===== src/rtl/vga_capture.sv =====
// VGA stream receiver: recovers frame/line/pixel position from an oversampled
// VGA-style stream, writes active pixels to a frame memory port and checks geometry.
module vga_capture #(
  parameter int   H_ACTIVE = 640,
  parameter int   V_ACTIVE = 480,
  parameter int   ADDR_W   = 19,
  parameter logic SYNC_ACT = 1'b0
) (
  input  logic              clk,
  input  logic              reset,
  input  logic              capture_en,
  input  logic              one_shot,
  input  logic              err_clr,
  input  logic              pixlclk,
  input  logic              hsync,
  input  logic              vsync,
  input  logic              blank_b,
  input  logic [7:0]        R,
  input  logic [7:0]        G,
  input  logic [7:0]        B,
  output logic              wr_en,
  output logic [ADDR_W-1:0] wr_addr,
  output logic [23:0]       wr_data,
  output logic              frame_done,
  output logic              busy,
  output logic              line_err,
  output logic              frame_err,
  output logic [15:0]       frame_count
);

  localparam int X_W = $clog2(H_ACTIVE + 1);
  localparam int Y_W = $clog2(V_ACTIVE + 2);
  localparam logic [X_W-1:0]    X_END = X_W'(H_ACTIVE);
  localparam logic [Y_W-1:0]    Y_END = Y_W'(V_ACTIVE);
  localparam logic [Y_W-1:0]    Y_SAT = Y_W'(V_ACTIVE + 1);
  localparam logic [ADDR_W-1:0] A_END = ADDR_W'(H_ACTIVE * V_ACTIVE);

  typedef enum logic [1:0] {IDLE, WAIT_VS, WAIT_END, ACTIVE} state_t;

  typedef struct packed {
    logic        pixlclk;
    logic        hsync;
    logic        vsync;
    logic        blank_b;
    logic [23:0] rgb;
  } sample_t;

  state_t            state, state_nxt;
  sample_t           s1, s2;
  logic [X_W-1:0]    x;
  logic [Y_W-1:0]    y;
  logic [ADDR_W-1:0] addr;
  logic              prev_active;

  logic pix_stb, vs_act;
  logic do_start, do_write, do_eol, do_eof, act_stb;
  logic line_set, frame_set;

  assign pix_stb = s1.pixlclk & ~s2.pixlclk;
  assign vs_act  = (s1.vsync == SYNC_ACT);

  // Both stages carry the whole stream so s2 is a true delayed copy; only
  // pixlclk is consumed from s2 and hsync is carried but never decoded.
  always_ff @(posedge clk or posedge reset) begin
    if (reset) begin
      s1 <= '0;
      s2 <= '0;
    end else begin
      // NOTE: sequential state uses non-blocking assignments so every register
      // samples pre-edge values regardless of statement order.
      s1 <= '{pixlclk: pixlclk, hsync: hsync, vsync: vsync, blank_b: blank_b, rgb: {R, G, B}};
      s2 <= s1;
    end
  end

  always_ff @(posedge clk or posedge reset) begin
    if (reset) state <= IDLE;
    else       state <= state_nxt;
  end

  always_comb begin
    // NOTE: every combinational output gets a default first so no path infers a latch.
    state_nxt = state;
    do_start  = 1'b0;
    do_write  = 1'b0;
    do_eol    = 1'b0;
    do_eof    = 1'b0;
    act_stb   = 1'b0;
    unique case (state)
      IDLE:     if (capture_en) state_nxt = WAIT_VS;
      WAIT_VS: begin
        if (!capture_en)           state_nxt = IDLE;
        else if (pix_stb && vs_act) state_nxt = WAIT_END;
      end
      WAIT_END: begin
        if (!capture_en) state_nxt = IDLE;
        else if (pix_stb && !vs_act) begin
          do_start  = 1'b1;
          state_nxt = ACTIVE;
        end
      end
      ACTIVE: if (pix_stb) begin
        if (vs_act) begin
          do_eof    = 1'b1;
          state_nxt = (one_shot || !capture_en) ? IDLE : WAIT_END;
        end else if (s1.blank_b) begin
          act_stb  = 1'b1;
          do_write = (x < X_END) && (y < Y_END);
        end else if (prev_active) begin
          do_eol = 1'b1;
        end
      end
      default:  state_nxt = IDLE;
    endcase
  end

  // A short line leaves the write count below H_ACTIVE*V_ACTIVE even when the
  // line count is right, so the frame check also compares the final address.
  always_comb begin
    line_set  = (act_stb && x >= X_END) || (do_eol && x != X_END);
    frame_set = (act_stb && y >= Y_END) || (do_eof && (y != Y_END || addr != A_END));
  end

  always_ff @(posedge clk or posedge reset) begin
    if (reset) begin
      x           <= '0;
      y           <= '0;
      addr        <= '0;
      prev_active <= 1'b0;
      wr_en       <= 1'b0;
      wr_addr     <= '0;
      wr_data     <= '0;
      frame_done  <= 1'b0;
      busy        <= 1'b0;
      line_err    <= 1'b0;
      frame_err   <= 1'b0;
      frame_count <= '0;
    end else begin
      wr_en      <= do_write;
      frame_done <= do_eof;

      if (do_start) begin
        x           <= '0;
        y           <= '0;
        addr        <= '0;
        prev_active <= 1'b0;
        busy        <= 1'b1;
      end

      if (state == ACTIVE && pix_stb && !vs_act) prev_active <= s1.blank_b;

      if (do_write) begin
        wr_addr <= addr;
        wr_data <= s1.rgb;
        addr    <= addr + 1'b1;
        x       <= x + 1'b1;
      end

      if (do_eol) begin
        x <= '0;
        if (y != Y_SAT) y <= y + 1'b1;
      end

      if (do_eof) begin
        frame_count <= frame_count + 1'b1;
        busy        <= 1'b0;
      end

      if (line_set)     line_err <= 1'b1;
      else if (err_clr) line_err <= 1'b0;

      if (frame_set)    frame_err <= 1'b1;
      else if (err_clr) frame_err <= 1'b0;
    end
  end

endmodule


===== config.mk =====
export PLATFORM = sky130hd
export DESIGN_NAME = vga_capture
export DESIGN_NICKNAME = d
export VERILOG_FILES = /design/src/rtl/vga_capture.sv
export SDC_FILE = /design/constraint.sdc
export NUM_CORES = 1
export LEC_CHECK = 0
export CAP_MARGIN = 20
export CORE_MARGIN = 1.5
export CORE_UTILIZATION = 45
export CTS_BUF_LIST = sky130_fd_sc_hd__clkbuf_4 sky130_fd_sc_hd__clkbuf_8 sky130_fd_sc_hd__clkbuf_16
export CTS_CLUSTER_DIAMETER = 150
export DETAILED_ROUTE_END_ITERATION = 10
export PLACE_DENSITY = 0.7
export SYNTH_ARGS = -nofsm -noshare
export SYNTH_HDL_FRONTEND = slang
export SYNTH_SLANG_ARGS = --single-unit

===== constraint.sdc =====
create_clock -name clk -period 5.25 [get_ports clk]
set_input_delay 0.525 -clock clk [delete_from_list [all_inputs] [get_ports clk]]
set_output_delay 0.525 -clock clk [all_outputs]
set_load 0.005 [all_outputs]

Yosys cells after proc, flatten, opt, wreduce, memory -nomap -nowiden. Cells that the tools add are included.

Register bits: 133. Bits in latches: 0. Bits in writable memories: 0. ROM bits: 0. Input port bits: 33. Output and inout bits: 64. Word-level logic and storage cells: 106. Memories kept: 0.

Add/sub/neg operators: 4. Multipliers: 0. Divide/modulo/power cells: 0. Order comparisons: 4. Equality and inequality tests: 12. Shifts and indexed selects: 0. Muxes and demuxes: 43. Bitwise operators: 3. Reductions and logical operators: 22.

Operator list (number): $mux 19 (2); $mux 10 (3); $mux 9 (3); $mux 1 (26); $add 19x1->19 const B (1); $ne 19x19->1 const B (1); $ne 9x9->1 const B (2); $add 16x1->16 const B (1); $mux 2 (8); $add 10x1->10 const B (1); $ge 10x10->1 const B (1); $lt 10x10->1 const B (1); $ne 10x10->1 const B (1); $reduce_bool 2->1 (5); $add 9x1->9 const B (1); $ge 9x9->1 const B (1); $logic_and 1x1->1 (9); $lt 9x9->1 const B (1); $pmux 2 s4 (1); $ne 2x2->1 const B (3); $ne 3x3->1 const B (2); $reduce_and 5->1 (1); $eq 2x2->1 const B (2); $logic_or 1x1->1 (4); other kinds (6) (7).

Depth between registers and ports, before layout. Gate-level depths: netlist (run 1).

Depth in word-level cells: 9. Gate-level depth with buffers: 8. Depth with buffers taken out: 6.

Worst setup path before layout (run 1). Ideal clock, no wire load.

Path kind: register to register. Start point: register addr[14]. End point: register frame_err. Library setup time: 0.126 ns. Arrival: 1.628 ns. Required time: 5.124 ns. Slack: 3.496 ns. Stages on the path, launching flop included: 5. Period minus slack after synthesis: 1.754 ns. Path through: dfrtp_1 > or4b_2 > nor3_1 > nand3_1 > a221o_1.

Cells in the longest elaborated chain, start to end: 5. Elaborated cells on any way between the ends: 6.

Ends and longest elaborated chain: from (decl) (RTL line 52) `logic [ADDR_W-1:0] addr;`; from (signal assigned) (RTL line 155) `addr <= addr + 1'b1;`; $ne 19x19->1 * (RTL line 121) `frame_set = (act_stb && y >= Y_END) || (do_eof && (y != Y_END || addr != A_END));`; $logic_or 1x1->1 * (RTL line 121); $logic_and 1x1->1 * (RTL line 121); $logic_or 1x1->1 * (RTL line 121); $mux 1 or $reduce_bool 2->1 (tied branches); to (signal assigned) (RTL line 136) `frame_err <= 1'b0;`; to (signal assigned) (RTL line 172) `if (frame_set) frame_err <= 1'b1;`; to (signal assigned) (RTL line 173) `else if (err_clr) frame_err <= 1'b0;`; to (decl) (RTL line 27) `output logic frame_err,`.

Mark *: on every way between the ends. The rest lies on a longest branch, timed or not. A chain may end at the register's enable or synchronous reset.

Worst setup path after layout (run 1).
Start point: register x[7]. End point: register addr[10].

Cells in the longest elaborated chain, start to end: 7. Elaborated cells on any way between the ends: 8.

Ends and longest elaborated chain: from (decl) (RTL line 50) `logic [X_W-1:0] x;`; from (signal assigned) (RTL line 156) `x <= x + 1'b1;`; $lt 10x10->1 * (RTL line 108) `do_write = (x < X_END) && (y < Y_END);`; $logic_and 1x1->1 * (RTL line 108); $mux 1 * (RTL line 106) `end else if (s1.blank_b) begin`; $mux 1 * (RTL line 103) `if (vs_act) begin`; $mux 1 * (RTL line 102) `ACTIVE: if (pix_stb) begin`; $mux 1 * (RTL line 89) `unique case (state)`; $mux 19 or $reduce_bool 2->1 (tied branches).

Marked as above.

==> results.sh, run 1 <==
export IMPL_track_usage_pct=19.6
export IMPL_nNetsFinal=671
export IMPL_clockRootBuffer="clkbuf_16"
export IMPL_final_area_mm2=0.00722
export IMPL_synth_top_area_share_pct=60.3
export IMPL_clkSlewWorstSetupHoldPaths_ns=0.06
export IMPL_netlist_instances=530
export IMPL_yosysWarnings=0
export IMPL_drt_total_wl_um=11700
export IMPL_pin_count=97
export IMPL_syn_area_per_cell_um2=10.4
export IMPL_cp_start_kind="flop"
export IMPL_synth_edff_count=0
export IMPL_arrival_ns=2.38
export IMPL_ys_types=52
export IMPL_relSlewSlack_pct=52.3
export IMPL_grt_overflow=0
export IMPL_cp_max_fo=61
export IMPL_cts_made_buffers=17
export IMPL_grt_pass1_wl_um=19800
export IMPL_fp_dieH_um=114
export IMPL_tightestPinTransition_ns=0.709
export IMPL_fmax_mhz=489
export IMPL_clk_latency_ns=0.42
export IMPL_drc=0
export IMPL_finalCritPeriodShare_pct=38.9
export IMPL_startpoint="x[7]$_DFFE_PP0P_"
export IMPL_r2r_start="x[7]$_DFFE_PP0P_"
export IMPL_layout_common_cells="nand2_1 (167), dfrtp_1 (133), clkdlybuf4s50_1 (95)"
export IMPL_post_cts_repair_setup_buffers=0
export IMPL_cpLargestDelayFamily="simple AND/OR/NAND/NOR gates"
export IMPL_htree_levels=4
export IMPL_cp_cell_sequence="o21ai_0, nand4_2, buf_4, or4_1, a21oi_1"
export IMPL_status="completed"
export IMPL_dieArea_mm2=0.0129
export IMPL_synth_area_mm2=0.00552
export IMPL_path_buf_inv=1
export IMPL_hp_start="s1[27]$_DFF_PP0_"
export IMPL_finalHoldViolations=0
export IMPL_ctsResizeCount=0
export IMPL_clk_path_buf_depth=2
export IMPL_first_pass_iters=5
export IMPL_setup_viol_count_final=0
export IMPL_endpoint_kind="flop"
export IMPL_required_ns=5.59
export IMPL_detailed_place_area_mm2=0.00660
export IMPL_final_max_slew_viol_count=0
export IMPL_cts_hold_buf=0
export IMPL_vias=4196
export IMPL_async_flop_share_pct=100
export IMPL_slowest_stage="or4_1"
export IMPL_area_growth_pct=30.8
export IMPL_fin_hold_ws_ns=0.425
export IMPL_drive_gt1_share_pct=7.79
export IMPL_crit_type="flop to flop"
export IMPL_powerDensity_mw_per_mm2=445
export IMPL_seq_area_frac_synth_pct=60.3
export IMPL_first_global_vias=4228
export IMPL_leakagePower_nw=3.46
export IMPL_gp_congestion=0.802
export IMPL_vdd_ir_drop_max_uv=282
export IMPL_fin_skew_ns=0.00652
export IMPL_wl_per_cell_um=14.8
export IMPL_numClockSinks=133
export IMPL_drt_initial_drc_count=293
export IMPL_ant_nets=0
export IMPL_ys_seq_elements=133
export IMPL_fin_tns_setup_ns=0
export IMPL_start_util_pct=46.0
export IMPL_fp_dieW_um=114
export IMPL_postSynthNetCount=571
export IMPL_cts_tree="done"
export IMPL_port_buffers=95
export IMPL_post_place_ws_ns=2.72
export IMPL_layout_cells_most_common="nand2_1"
export IMPL_yosys_top_cells_area="dfrtp_1 (60%), nand2_1 (11%), mux2i_1 (3.1%)"
export IMPL_dp_hpwl_um=7470
export IMPL_timing_final_ws_setup_ns=3.21
export IMPL_yosys_area_top_type="dfrtp_1"
export IMPL_hold_path_class="flop to flop"
export IMPL_total_power_w=0.00322
export IMPL_dominantRegCellSynth="dfrtp_1"
export IMPL_antenna_found_initial=0
export IMPL_via_per_inst=5.32
export IMPL_period_needed_ns=2.04
export IMPL_maxCapViolCount=0
export IMPL_rsz0062_at_grt="no"
export IMPL_critPathMaxStageDelay_ns=0.56
export IMPL_std_cell_rows=40
export IMPL_diodes=0
export IMPL_grt_max_degree=68
export IMPL_coreArea_mm2=0.0120
==> metrics by stage <==
stage	utilization, %	std cells
after global routing	60.1	789
after detailed placement	54.9	757
final	60.1	789
after CTS	59.9	788
after floorplan	-	530
after global placement	54.9	757
==> layout make-up <==
class	count	area (um^2)
Sequential cell	133	3330
Tap cell	147	184
Clock buffer	21	468
Clock inverter	10	130
Inverter	16	62.6
Timing Repair Buffer	99	993
Fill cell	986	4790
Multi-Input combinational cell	363	2050
==> final timing paths <==
check	endpoint	cells past startpoint	slack, ns
max	addr[10]$_DFFE_PP0P_	5	3.21
min	s2[27]$_DFF_PP0_	0	0.42
max reg2reg	addr[10]$_DFFE_PP0P_	5	3.21
min reg2reg	s2[27]$_DFF_PP0_	0	0.42
max in group asynchronous	addr[3]$_DFFE_PP0P_	3	3.70
min in group asynchronous	s1[3]$_DFF_PP0_	2	0.47
==> power breakdown <==
| group | total, W | switching [W] | internal [W] |
|---|---|---|---|
| Combinational | 0.000598 | 0.000274 | 0.000324 |
| Clock | 0.00119 | 0.000420 | 0.000774 |
| Sequential | 0.00142 | 0.000199 | 0.00122 |
==> logic make-up (layout without fill, tap and decap cells) <==
family	Yosys count	after routing	synth area share [%]
adders and majority gates	8	8	1.81
muxes	21	21	3.90
buffers and inverters	34	146	2.54
xor gates and xnor gates	16	16	2.54
DFF	133	133	60.3
and+or+nand+nor	275	275	23.6
AOI/OAI and AO/OA	43	43	5.28
==> Yosys cell counts, types with 9 or more instances <==
| library cell | number |
|---|---|
| nand4_1 | 15 |
| nor2_1 | 13 |
| buf_2 | 9 |
| nand3_1 | 21 |
| mux2i_1 | 17 |
| nor3_1 | 10 |
| o21ai_0 | 10 |
| and3_1 | 9 |
| a21oi_1 | 10 |
| dfrtp_1 | 133 |
| nand2_1 | 167 |
| inv_1 | 16 |
==> registers in the layout, summed over array words and instances (netlist names) <==
| signal | flops |
|---|---|
| wr_addr | 19 |
| s1 | 27 |
| wr_en | 1 |
| x | 10 |
| prev_active | 1 |
| wr_data | 24 |
| state | 2 |
| y | 9 |
| addr | 19 |
| busy | 1 |
| frame_count | 16 |
| frame_err | 1 |
| line_err | 1 |
| frame_done | 1 |
| s2 | 1 |
==> routing by layer <==
metal	wire length, um	global-route usage (%)	vias to the layer above
li1	-	-	2001
met1	4990	24.2	2060
met2	5700	31.1	119
met3	849	8.50	16
met4	123	6.33	0
met5	0	0	-
(Power assumes the default switching activity.)
==> run 2: changes to the inputs <==
--- a/config.mk
+++ b/config.mk
@@ -11,7 +11,7 @@
 export CTS_BUF_LIST = sky130_fd_sc_hd__clkbuf_4 sky130_fd_sc_hd__clkbuf_8 sky130_fd_sc_hd__clkbuf_16
 export CTS_CLUSTER_DIAMETER = 150
 export DETAILED_ROUTE_END_ITERATION = 10
-export PLACE_DENSITY = 0.7
+export PLACE_DENSITY = 0.73
 export SYNTH_ARGS = -nofsm -noshare
 export SYNTH_HDL_FRONTEND = slang
 export SYNTH_SLANG_ARGS = --single-unit
==> constraint.sdc (replaced) <==
create_clock -name clk -period 1.7 [get_ports clk]
set_input_delay 0.17 -clock clk [delete_from_list [all_inputs] [get_ports clk]]
set_output_delay 0.17 -clock clk [all_outputs]
set_load 0.005 [all_outputs]
==> run 2 against run 1 <==
Sequential cell count is the same. First-iteration DRC count shrank 6.5%. Combinational power grew to 3.9 times the previous value. Die area is the same. Routed wire length grew 8.0%. Sequential share of layout area shrank 3.0 points. Power grew to 3.2 times the previous value. Global-route usage grew 1.1 points. Critical endpoint unchanged. Largest power group unchanged.
==> results.sh, run 2 (synthesis results as in run 1) <==
export IMPL_cp_max_fo=6
export IMPL_clk_path_buf_depth=2
export IMPL_internal_power_w=0.00739
export IMPL_pin_count=97
export IMPL_power_switching_w=0.00287
export IMPL_port_buffers=95
export IMPL_reg2reg_to="addr[10]$_DFFE_PP0P_"
export IMPL_min_path_cells=1
export IMPL_track_usage_pct=20.7
export IMPL_nNetsFinal=715
export IMPL_clockPowerShare_pct=35.8
export IMPL_arrival_ns=2.03
export IMPL_first_global_vias=4469
export IMPL_via_per_inst=5.32
export IMPL_vias=4440
export IMPL_dieArea_mm2=0.0129
export IMPL_layout_common_cells="nand2_1 (167), dfrtp_1 (131), clkdlybuf4s50_1 (95)"
export IMPL_top_register="s1"
export IMPL_detailed_place_area_mm2=0.00696
export IMPL_rsz0062_at_grt="yes"
export IMPL_drt_total_wl_um=12600
export IMPL_reg2reg_setup_slack_ns=0.004
export IMPL_final_area_mm2=0.00773
export IMPL_r2r_start="s2[27]$_DFF_PP0_"
export IMPL_wl_per_cell_um=15.1
export IMPL_status="completed"
export IMPL_ant_nets=0
export IMPL_clockRootBuffer="clkbuf_16"
export IMPL_leakagePower_nw=3.77
export IMPL_cp_start_kind="flop"
export IMPL_vdd_ir_drop_max_uv=984
export IMPL_area_growth_pct=40.0
export IMPL_endpoint_kind="flop"
export IMPL_antenna_found_initial=0
export IMPL_period_needed_ns=1.70
export IMPL_rr_worst_depth=4
export IMPL_fin_skew_ns=0.00589
export IMPL_switching_share_pct=28.0
export IMPL_cts_hold_buf=0
export IMPL_clkSlewWorstSetupHoldPaths_ns=0.06
export IMPL_grt_max_degree=66
export IMPL_setup_viol_count_final=0
export IMPL_hold_end="s1[22]$_DFF_PP0_"
export IMPL_clk_latency_ns=0.41
export IMPL_crit_type="flop to flop"
export IMPL_total_power_w=0.0103
export IMPL_largestRegisters="s1 x27, wr_data x24"
export IMPL_fp_dieW_um=114
export IMPL_layout_cells_most_common="nand2_1"
export IMPL_cts_made_buffers=17
export IMPL_htree_levels=4
export IMPL_numClockSinks=133
export IMPL_grt_pass1_wl_um=20900
export IMPL_finalHoldViolations=0
export IMPL_grt_overflow=0
export IMPL_start_util_pct=46.0
export IMPL_coreArea_mm2=0.0120
export IMPL_required_ns=2.04
export IMPL_relSlewSlack_pct=75.4
export IMPL_fmax_mhz=590
export IMPL_final_max_slew_viol_count=0
export IMPL_cts_tree="done"
export IMPL_dp_hpwl_um=8230
export IMPL_finalCritPeriodShare_pct=99.8
export IMPL_diodes=0
export IMPL_drive_gt1_share_pct=15.9
export IMPL_std_cell_rows=40
export IMPL_hold_path_class="input port to flop"
export IMPL_hp_start="R[6]"
export IMPL_fp_dieH_um=114
export IMPL_tightestPinTransition_ns=0.360
export IMPL_drc=0
export IMPL_pwr_share_comb_pct=22.6
export IMPL_largest_register_ffs=27
export IMPL_powerDensity_mw_per_mm2=1330
export IMPL_post_route_util_pct=64.4
export IMPL_pwr_share_seq_pct=41.6
export IMPL_first_pass_iters=5
export IMPL_gp_congestion=0.828
export IMPL_drt_initial_drc_count=274
export IMPL_maxCapViolCount=0
run 2: cell types whose count changed in the layout (fill, tap and decap cells not counted), moves of 3 or more:
cell | previous run | this run
clkbuf_8 | 2 | 5
buf_6 | 0 | 8
buf_4 | 3 | 36
nor4_4 | 0 | 3
buf_12 | 1 | 4
run 2: routing by layer:
metal,GRT usage [%],wire length (um)
met3,6.27,872
met5,0,0
met4,10.4,324
met1,25.8,5420
met2,32.9,5980
run 2: worst max path at each step:
stage	from	cells past startpoint	endpoint	slack, ns
floorplan	reset	1	addr[0]$_DFFE_PP0P_	-0.12
detailed placement	s2[27]$_DFF_PP0_	6	frame_count[7]$_DFFE_PP0P_	-0.11
finish	s2[27]$_DFF_PP0_	4	addr[10]$_DFFE_PP0P_	0.004
global placement	s2[27]$_DFF_PP0_	6	frame_count[7]$_DFFE_PP0P_	-0.07
global route	s1[25]$_DFF_PP0_	4	frame_count[15]$_DFFE_PP0P_	-0.06
CTS	s2[27]$_DFF_PP0_	6	frame_count[7]$_DFFE_PP0P_	-0.006
run 2: cell type report:
type	instances	area [um^2]
Clock buffer	24	509
Timing Repair Buffer	143	1390
Sequential cell	133	3330
Fill cell	929	4280
Inverter	16	66.3
Clock inverter	8	96.3
Multi-Input combinational cell	363	2150
Tap cell	147	184
run 2: through the flow:
stage / setup TNS, ns / cells / setup WS (ns) / hold slack, ns
detailed placement: -0.945 / 799 / -0.110 / 0.423
global route: -0.244 / 834 / -0.0568 / 0.180
finish: 0 / 834 / 0.00424 / 0.189
floorplan: -16.12 / 530 / -0.121 / 0.201
global placement: -0.166 / 799 / -0.0699 / 0.407
CTS: -0.00570 / 832 / -0.00570 / 0.178
run 2: worst max-delay path, stage by stage, from the launching register on:
cell	delay, ns
dfrtp_1	0.40
and3b_2	0.31
nand4_4	0.19
or4_1	0.56
a21oi_1	0.16
run 2: power by group through the flow:
stage               sequential (W)  combinational (W)  clock [W]
global placement           0.00427            0.00220          0
detailed placement         0.00429            0.00227          0
finish                     0.00427            0.00232    0.00367
global route               0.00436            0.00259    0.00389
floorplan                  0.00429           0.000967          0
CTS                        0.00427            0.00231    0.00374
run 2: timing repair:
item                                    CTS  global route
resized for setup                        12            18
pin swaps                                 4             9
setup buffers                             1             3
endpoints found under the setup margin   40            52
